--- src/rtl/nn_pkg.sv ---
// ============================================================================
// Module      : nn_pkg
// Description : Shared types and default sizes for the network output stages.
// Revision    : 1.0 - initial release
// ============================================================================
`default_nettype none

package nn_pkg;

    localparam int NN_DATA_WIDTH  = 16;
    localparam int NN_NUM_CLASSES = 10;

    typedef enum logic [1:0] {
        IDLE = 2'd0,
        SCAN = 2'd1,
        DONE = 2'd2
    } argmax_state_t;

endpackage

`default_nettype wire

--- src/rtl/argmax_cmp.sv ---
// ============================================================================
// Module      : argmax_cmp
// Description : Single argmax step; a candidate replaces the incumbent only
//               when strictly greater (signed), so ties keep the lower index.
// Revision    : 1.0 - initial release
// ============================================================================
`default_nettype none

module argmax_cmp
    import nn_pkg::*;
#(
    parameter int DATA_WIDTH = NN_DATA_WIDTH,
    parameter int IDX_WIDTH  = 4
) (
    input  logic [DATA_WIDTH-1:0] cand,
    input  logic [IDX_WIDTH-1:0]  cand_idx,
    input  logic [DATA_WIDTH-1:0] cur_max,
    input  logic [IDX_WIDTH-1:0]  cur_idx,
    output logic [DATA_WIDTH-1:0] next_max,
    output logic [IDX_WIDTH-1:0]  next_idx
);

    logic w_take;

    assign w_take   = $signed(cand) > $signed(cur_max);
    assign next_max = w_take ? cand     : cur_max;
    assign next_idx = w_take ? cand_idx : cur_idx;

endmodule

`default_nettype wire

--- src/rtl/argmax_unit.sv ---
// ============================================================================
// Module      : argmax_unit
// Description : Captures the final layer's outputs and scans them serially to
//               report the index/value of the largest signed activation.
//               Optional o_onehot output enabled by ARGMAX_ONEHOT_EN.
// Revision    : 1.0 - initial release
// ============================================================================
`default_nettype none

module argmax_unit
    import nn_pkg::*;
#(
    parameter int NUM_INPUT  = NN_NUM_CLASSES,
    parameter int DATA_WIDTH = NN_DATA_WIDTH,
    parameter int IDX_WIDTH  = 4
) (
    input  logic                            clk,
    input  logic                            rst,
    input  logic [NUM_INPUT-1:0]            i_valid,
    input  logic [NUM_INPUT*DATA_WIDTH-1:0] i_data,
    output logic                            o_ready,
    output logic                            o_valid,
    output logic [IDX_WIDTH-1:0]            o_idx,
    output logic [DATA_WIDTH-1:0]           o_max,
`ifdef ARGMAX_ONEHOT_EN
    output logic [NUM_INPUT-1:0]            o_onehot,
`endif
    output logic                            o_overrun
);

    localparam logic [IDX_WIDTH-1:0] c_last  = IDX_WIDTH'(NUM_INPUT - 1);
    localparam logic [IDX_WIDTH-1:0] c_first = (NUM_INPUT > 1) ? IDX_WIDTH'(1) : '0;

    argmax_state_t r_state;
    argmax_state_t w_state_nxt;

    logic [NUM_INPUT*DATA_WIDTH-1:0] r_buf;
    logic [IDX_WIDTH-1:0]            r_cnt;
    logic [DATA_WIDTH-1:0]           r_cur_max;
    logic [IDX_WIDTH-1:0]            r_cur_idx;
    logic [DATA_WIDTH-1:0]           w_cand;
    logic [DATA_WIDTH-1:0]           w_next_max;
    logic [IDX_WIDTH-1:0]            w_next_idx;
    logic                            w_capture;
    logic                            w_last;
    logic                            w_unused;

    // Only lane 0 triggers capture; the other valids exist for bus compatibility.
    assign w_unused  = &{1'b0, i_valid};
    assign o_ready   = (r_state == IDLE) || (r_state == DONE);
    assign o_valid   = (r_state == DONE);
    assign w_capture = o_ready && i_valid[0];
    assign w_last    = (r_cnt == c_last);
    assign w_cand    = r_buf[r_cnt*DATA_WIDTH +: DATA_WIDTH];

    argmax_cmp #(
        .DATA_WIDTH (DATA_WIDTH),
        .IDX_WIDTH  (IDX_WIDTH)
    ) u_cmp (
        .cand     (w_cand),
        .cand_idx (r_cnt),
        .cur_max  (r_cur_max),
        .cur_idx  (r_cur_idx),
        .next_max (w_next_max),
        .next_idx (w_next_idx)
    );

    always_ff @(posedge clk or posedge rst) begin
        if (rst) begin
            r_state <= IDLE;
        end else begin
            r_state <= w_state_nxt;
        end
    end

    always_comb begin
        w_state_nxt = r_state;
        case (r_state)
            IDLE: begin
                if (i_valid[0]) begin
                    w_state_nxt = (NUM_INPUT == 1) ? DONE : SCAN;
                end
            end
            SCAN: begin
                if (w_last) begin
                    w_state_nxt = DONE;
                end
            end
            DONE: begin
                if (i_valid[0]) begin
                    w_state_nxt = (NUM_INPUT == 1) ? DONE : SCAN;
                end else begin
                    w_state_nxt = IDLE;
                end
            end
            default: w_state_nxt = IDLE;
        endcase
    end

`ifdef ARGMAX_ONEHOT_EN
    logic [NUM_INPUT-1:0] w_onehot;

    for (genvar k = 0; k < NUM_INPUT; k++) begin : g_onehot
        assign w_onehot[k] = (w_next_idx == IDX_WIDTH'(k));
    end
`endif

    always_ff @(posedge clk or posedge rst) begin
        if (rst) begin
            r_buf     <= '0;
            r_cnt     <= '0;
            r_cur_max <= '0;
            r_cur_idx <= '0;
            o_idx     <= '0;
            o_max     <= '0;
            o_overrun <= 1'b0;
`ifdef ARGMAX_ONEHOT_EN
            o_onehot  <= '0;
`endif
        end else if (w_capture) begin
            r_buf     <= i_data;
            r_cur_max <= i_data[DATA_WIDTH-1:0];
            r_cur_idx <= '0;
            r_cnt     <= c_first;
            // A single-element bus has nothing to scan: publish element 0 directly.
            if (NUM_INPUT == 1) begin
                o_idx <= '0;
                o_max <= i_data[DATA_WIDTH-1:0];
`ifdef ARGMAX_ONEHOT_EN
                o_onehot <= NUM_INPUT'(1);
`endif
            end
        end else if (r_state == SCAN) begin
            if (i_valid[0]) begin
                o_overrun <= 1'b1;
            end
            r_cur_max <= w_next_max;
            r_cur_idx <= w_next_idx;
            if (w_last) begin
                o_idx <= w_next_idx;
                o_max <= w_next_max;
`ifdef ARGMAX_ONEHOT_EN
                o_onehot <= w_onehot;
`endif
            end else begin
                r_cnt <= r_cnt + IDX_WIDTH'(1);
            end
        end
    end

endmodule

`default_nettype wire

--- config.mk ---
export PLATFORM = sky130hd
export DESIGN_NAME = argmax_unit
export DESIGN_NICKNAME = d
export VERILOG_FILES = /design/src/rtl/nn_pkg.sv /design/src/rtl/argmax_cmp.sv /design/src/rtl/argmax_unit.sv
export SDC_FILE = /design/constraint.sdc
export NUM_CORES = 1
export LEC_CHECK = 0
export CORE_MARGIN = 1
export CORE_UTILIZATION = 30
export CTS_CLUSTER_SIZE = 25
export DETAILED_ROUTE_END_ITERATION = 8
export SYNTH_ARGS = -nofsm -noshare
export SYNTH_HDL_FRONTEND = slang
export SYNTH_SLANG_ARGS = --single-unit
--- constraint.sdc ---
create_clock -name clk -period 10.06 [get_ports clk]
set_clock_uncertainty 0.2 [all_clocks]
set_input_delay 2.012 -clock clk [delete_from_list [all_inputs] [get_ports clk]]
set_output_delay 2.012 -clock clk [all_outputs]
set_load 0.02 [all_outputs]
Word level (Yosys, flattened, before mapping)
Cells that the tools add are included.
- bitwise logic cells: 1
- add/sub/neg operators: 1
- shift-type cells: 1
- order comparisons: 1
- multiplexer cells: 13
- reduce and logical (&&, ||, !) cells: 8
- equality and inequality tests: 6
- operators by type and width (cell ; count):
    160-bit by 9-bit indexed part select with 16-bit output ; 1
    16-bit two-way mux ; 3
    4-bit two-way mux ; 6
    16-bit > comparator ; 1
    2-bit inequality test (second input constant) ; 3
    2-bit case mux with 3 select lines ; 1
    3-bit AND reduction ; 2
    4-bit by 1-bit adder with 4-bit output (second input constant) ; 1
    4-bit equality test (second input constant) ; 1
    2-bit two-way mux ; 2
    2-bit AND reduction ; 2
    2-bit by 1-bit equality test with 1-bit output (second input constant) ; 1
    2-bit equality test (second input constant) ; 1
    2-bit logical NOT ; 1
    2-bit nonzero test ; 1
    1-bit logical AND ; 1
    1-bit logical OR ; 1
    1-bit two-way mux ; 1
    1-bit inverter ; 1
- register bits: 207
- logic and storage cells: 39
- output and inout port bits: 23
- input bits: 172

Depth between registers and ports, before layout
- depth after elaboration: 5
- depth in mapped cells: 15
- gate-level depth less buffers: 12

Hierarchy
Synthesis repeated with hierarchy kept, for this count alone.
- cell total of the unflattened synthesis: 1044
- area, all modules: 10110.9 µm²
- by module, submodules not included (module ; cells an instance ; times used ; sequential area each (µm²) ; area an instance (µm²)):
    argmax_unit ; 963 ; 1 ; 5180.0 ; 9342.7
    argmax_cmp ; 81 ; 1 ; 0.0 ; 768.2

Worst setup path before layout
Ideal clock, no wire load.
- path type: register to register
- start: register r_cnt[1]
- end: register r_cur_max[0]
- cell stages (with the launch flop): 16
- slack: 6.028 ns
- data required time: 9.737 ns
- buffers on the path: 4
- clock period less this slack: 4.032 ns
- arrival time: 3.709 ns
- setup time: 0.123 ns
- path through: dfrtp_1 -> buf_2 -> buf_2 -> buf_2 -> mux4_2 -> a22oi_1 -> o21ai_0 -> ha_1 -> a21o_1 -> a21o_1 -> a2111o_1 -> o31a_4 -> o21ai_2 -> buf_4 -> nand2_1 -> o221a_1
- longest elaborated chain between the ends: 5
- RTL lines (element ; line ; text):
    from (decl) ; argmax_unit.sv:38 ; logic [IDX_WIDTH-1:0] r_cnt;
    from (signal assigned) ; argmax_unit.sv:124 ; r_cnt <= c_first;
    from (signal assigned) ; argmax_unit.sv:146 ; r_cnt <= r_cnt + IDX_WIDTH'(1);
    160-bit by 9-bit indexed part select with 16-bit output (*) ; argmax_unit.sv:54 ; assign w_cand = r_buf[r_cnt*DATA_WIDTH +: DATA_WIDTH];
    16-bit > comparator ; argmax_cmp.sv:25 ; assign w_take = $signed(cand) > $signed(cur_max);
    16-bit two-way mux (*) ; argmax_cmp.sv:26 ; assign next_max = w_take ? cand : cur_max;
    16-bit two-way mux (*) ; argmax_unit.sv:133 ; end else if (r_state == SCAN) begin
    16-bit two-way mux (*) ; argmax_unit.sv:120 ; end else if (w_capture) begin
    to (signal assigned) ; argmax_unit.sv:122 ; r_cur_max <= i_data[DATA_WIDTH-1:0];
    to (signal assigned) ; argmax_unit.sv:137 ; r_cur_max <= w_next_max;
    to (decl) ; argmax_unit.sv:39 ; logic [DATA_WIDTH-1:0] r_cur_max;
Every way passes the cells marked *; elsewhere a longest branch is shown, timed or not. The select of a mux whose other input is x is not followed.
A chain may end at the register's enable or synchronous reset.

Worst setup path after layout
- start: register r_cnt[0]
- end: register r_cur_max[4]
Same word-level chain as after synthesis.

==> flow_summary.ini <==
[status]
run_status = completed

[timing]
worstMarginPinSlew_ns = 1.09
final.setup.tns_ns = 0
timing.final.max_slew_violations = 0
final_min_period_over_clock_period_pct = 53.9
unrepaired_setup_endpoints_after_global_routing = false
relSlewSlack_pct = 27.4
setup-violations-final = 0
timing.fmax_mhz = 184
final.min_clock_period_ns = 5.43
hold_viol_final = 0

[floorplan]
floorplan.core_area_um2 = 31500
chip_height_um = 181
fp-row-count = 65
fp.dieW_um = 181
pin_count = 195
area_of_the_die_um2 = 32700
initial_core_util_pct = 30.4

[yosys]
synth_top_cell_by_area = dfrtp_1
yosys.area.top_type_share_pct = 54.1
netlist-cell-type-count = 42
yosys_register_bits = 207
yosys_warnings = 0
ys_seq_area_share_pct = 54.1
synthesis.area_per_instance_um2 = 9.23
synth.cell_area_um2 = 9580
syn_nets = 1228
synth.most_common_cell = nand2_1
share_of_async_settable_or_async_resettable_flops_after_synthesis_pct = 100
synth_flop_cell = dfrtp_1
postSynthCellCount = 1038
post_synth_most_frequent_cells = 507 x nand2_1, 207 x dfrtp_1, 41 x clkbuf_1
synth-edff-count = 0
synth.top_cells.by_area = dfrtp_1 54%, nand2_1 20%, mux4_2 7.5%, ha_1 2.4%, o21ai_0 1.9%

[global_routing]
initial_antenna_violation_count = 3
largest_net_degree_at_the_start_of_global_routing = 145
top_usage_layer = met2
use_met1_pct = 24.7
use_met2_pct = 26.2
globalRoute.totalOverflow = 0
global_route_total_usage_across_every_layer_pct = 16.9
grt_use_met3_pct = 2.96
via_count_of_the_first_global_routing_pass = 7677
first_pass_grt_wire_length_um = 43300

[critical_path]
slowest_stage = dfrtp_4
timing.setup.critical_path_class = reg2reg
crit_arrival_ns = 5.65
reg2reg_to = r_cur_max[4]
ff_to_ff_setup_slack_ns = 4.63
crit_path_start = r_cnt[0]
regToRegStartpoint = r_cnt[0]
timing.critical_path.to_type = register
crit_path_max_incr_delay_ns = 0.67
worst_r2r_path_depth = 13
timing.critical_path.fanout_max = 33
worstSetupStartpointType = register
worst-endpoint-required_ns = 10.28
worstPathCellList = buf_4, mux4_2, a22oi_1, o21ai_0, ha_1, a21o_1, a21o_1, a2111o_1, o31a_4, o21ai_2, buf_4, o22ai_1, a31oi_1
timing.critical_path.to = r_cur_max[4]

[clock_network]
post-cts-setup-buffers = 0
cts_repair_resize_count = 0
insertion_delay_ns = 0.51
max-clock-path-buffers = 3
cts-hold-fix-buffers = 0
cts-buffers-inserted = 25
tritoncts_clock_tree = built
total_number_of_h_tree_levels = 1
root_buffer = clkbuf_16
cts.sink_count = 207
cts.reportedPaths.clkPinSlew_ns = 0.06

[detailed_routing]
dr.pass1.iters = 4
post_drt_wl_per_cell_um = 16.9
detail_route.iter0.violations = 441
drt.antenna.violating_nets = 0
routed_wirelength_um = 27300
detail_route.drc_violations = 0
vias = 7680
avgViaCountPerCell = 4.75

[finish]
final_net_count = 1386
layout-area-overhead-vs-synth_pct = 31.2
final_layout_size_suffix_gt1_share_pct = 7.75

[power_and_ir_drop]
p_per_area_nw_per_um2 = 348
power.total_mw = 4.38
max-vdd-ir-drop_v = 0.000242
p_leak_nw = 6.05

[placement]
routability_driven_placement_congestion_ratio = 0.919
place.port_buffers = 185
place_hpwl_um = 18700

[job]
maxCapViolCount = 0

[worst_hold_path]
hold_path_class = reg2reg
## metrics by stage
| stage | hold slack [ns] | utilization [%] | worst slack, ns | cells | instance area [um2] |
|---|---|---|---|---|---|
| final | 0.268 | 40.0 | 4.63 | 1616 | 12600 |
| after floorplan | 0.240 | - | 2.20 | 1038 | 9580 |
| after global routing | 0.287 | 40.0 | 4.26 | 1615 | 12600 |
| after global placement | 0.239 | 37.4 | 4.65 | 1571 | 11800 |
| after detailed placement | 0.260 | 37.4 | 4.61 | 1571 | 11800 |
| after CTS | 0.274 | 40.0 | 4.60 | 1615 | 12600 |
## cell families (layout without fill, tap and decap cells)
group                    Yosys count  in the layout  synth area share (%)
AND/OR/NAND/NOR                  555            555                  22.5
flip-flops                       207            207                  54.1
AO/OA/AOI/OAI                    122            122                  7.86
buffers and inverters             85            260                  3.72
multiplexers                      48             48                  9.19
adder cells (fa/ha/maj)           18             18                  2.35
XOR/XNOR                           3              3                 0.274
other                              0              1                     0
## cell type report
cell class,instances,area (um2)
Clock buffer,38,754
Antenna cell,1,2.50
Fill cell,3130,18900
Clock inverter,6,61.3
Multi-Input combinational cell,746,4060
Sequential cell,207,5180
Timing Repair Buffer,194,1920
Inverter,22,90.1
Tap cell,402,503
## power breakdown
group	internal, mW	leakage (nW)	switching, mW
clock network	0.540	0.402	0.343
registers	1.24	2.56	0.232
logic	0.831	3.09	1.20
## critical path, delay by kind of cell, from the launching register on
kind                       cells  cell delay [ns]
buffers and inverters          2             0.99
AOI/OAI and AO/OA              9             2.46
muxes                          1             0.62
DFF                            1             0.67
adders and majority gates      1             0.36
## flip-flops by register name (all words and copies together) (netlist names)
| register | flops |
|---|---|
| o_max | 16 |
| o_idx | 4 |
| r_buf | 160 |
| r_state | 2 |
| r_cur_max | 16 |
| o_overrun | 1 |
| r_cur_idx | 4 |
| r_cnt | 4 |
## how the worst min path moves through the flow
stage	start	endpoint	cells after the start
6_report	o_overrun	o_overrun	1
5_1_grt	r_buf[115]	r_buf[115]	2
4_1_cts	r_buf[22]	r_buf[22]	2
3_5_place_dp	r_buf[10]	r_buf[10]	2
3_3_place_gp	o_overrun	o_overrun	1
2_1_floorplan	r_buf[100]	r_buf[100]	2
## per-layer routing
| metal | part of all wire (%) | up-vias |
|---|---|---|
| li1 | - | 3720 |
| met5 | 0.040 | - |
| met1 | 48 | 3717 |
| met4 | 1.8 | 2 |
| met2 | 45 | 206 |
| met3 | 5.6 | 35 |
## cells in the final DEF (no fill, tap or decap), types with 8 or more instances in the layout
cell / n
a21oi_1: 9
a22oi_1: 16
a31oi_1: 15
buf_4: 9
clkbuf_16: 25
clkbuf_8: 8
clkdlybuf4s50_1: 185
dfrtp_1: 205
ha_1: 18
inv_1: 21
mux2i_1: 16
mux4_2: 32
nand2_1: 506
nor2_1: 28
o21ai_0: 36
o21ai_1: 15
o22ai_1: 15
Note: power is estimated with default switching activity, not from simulation.
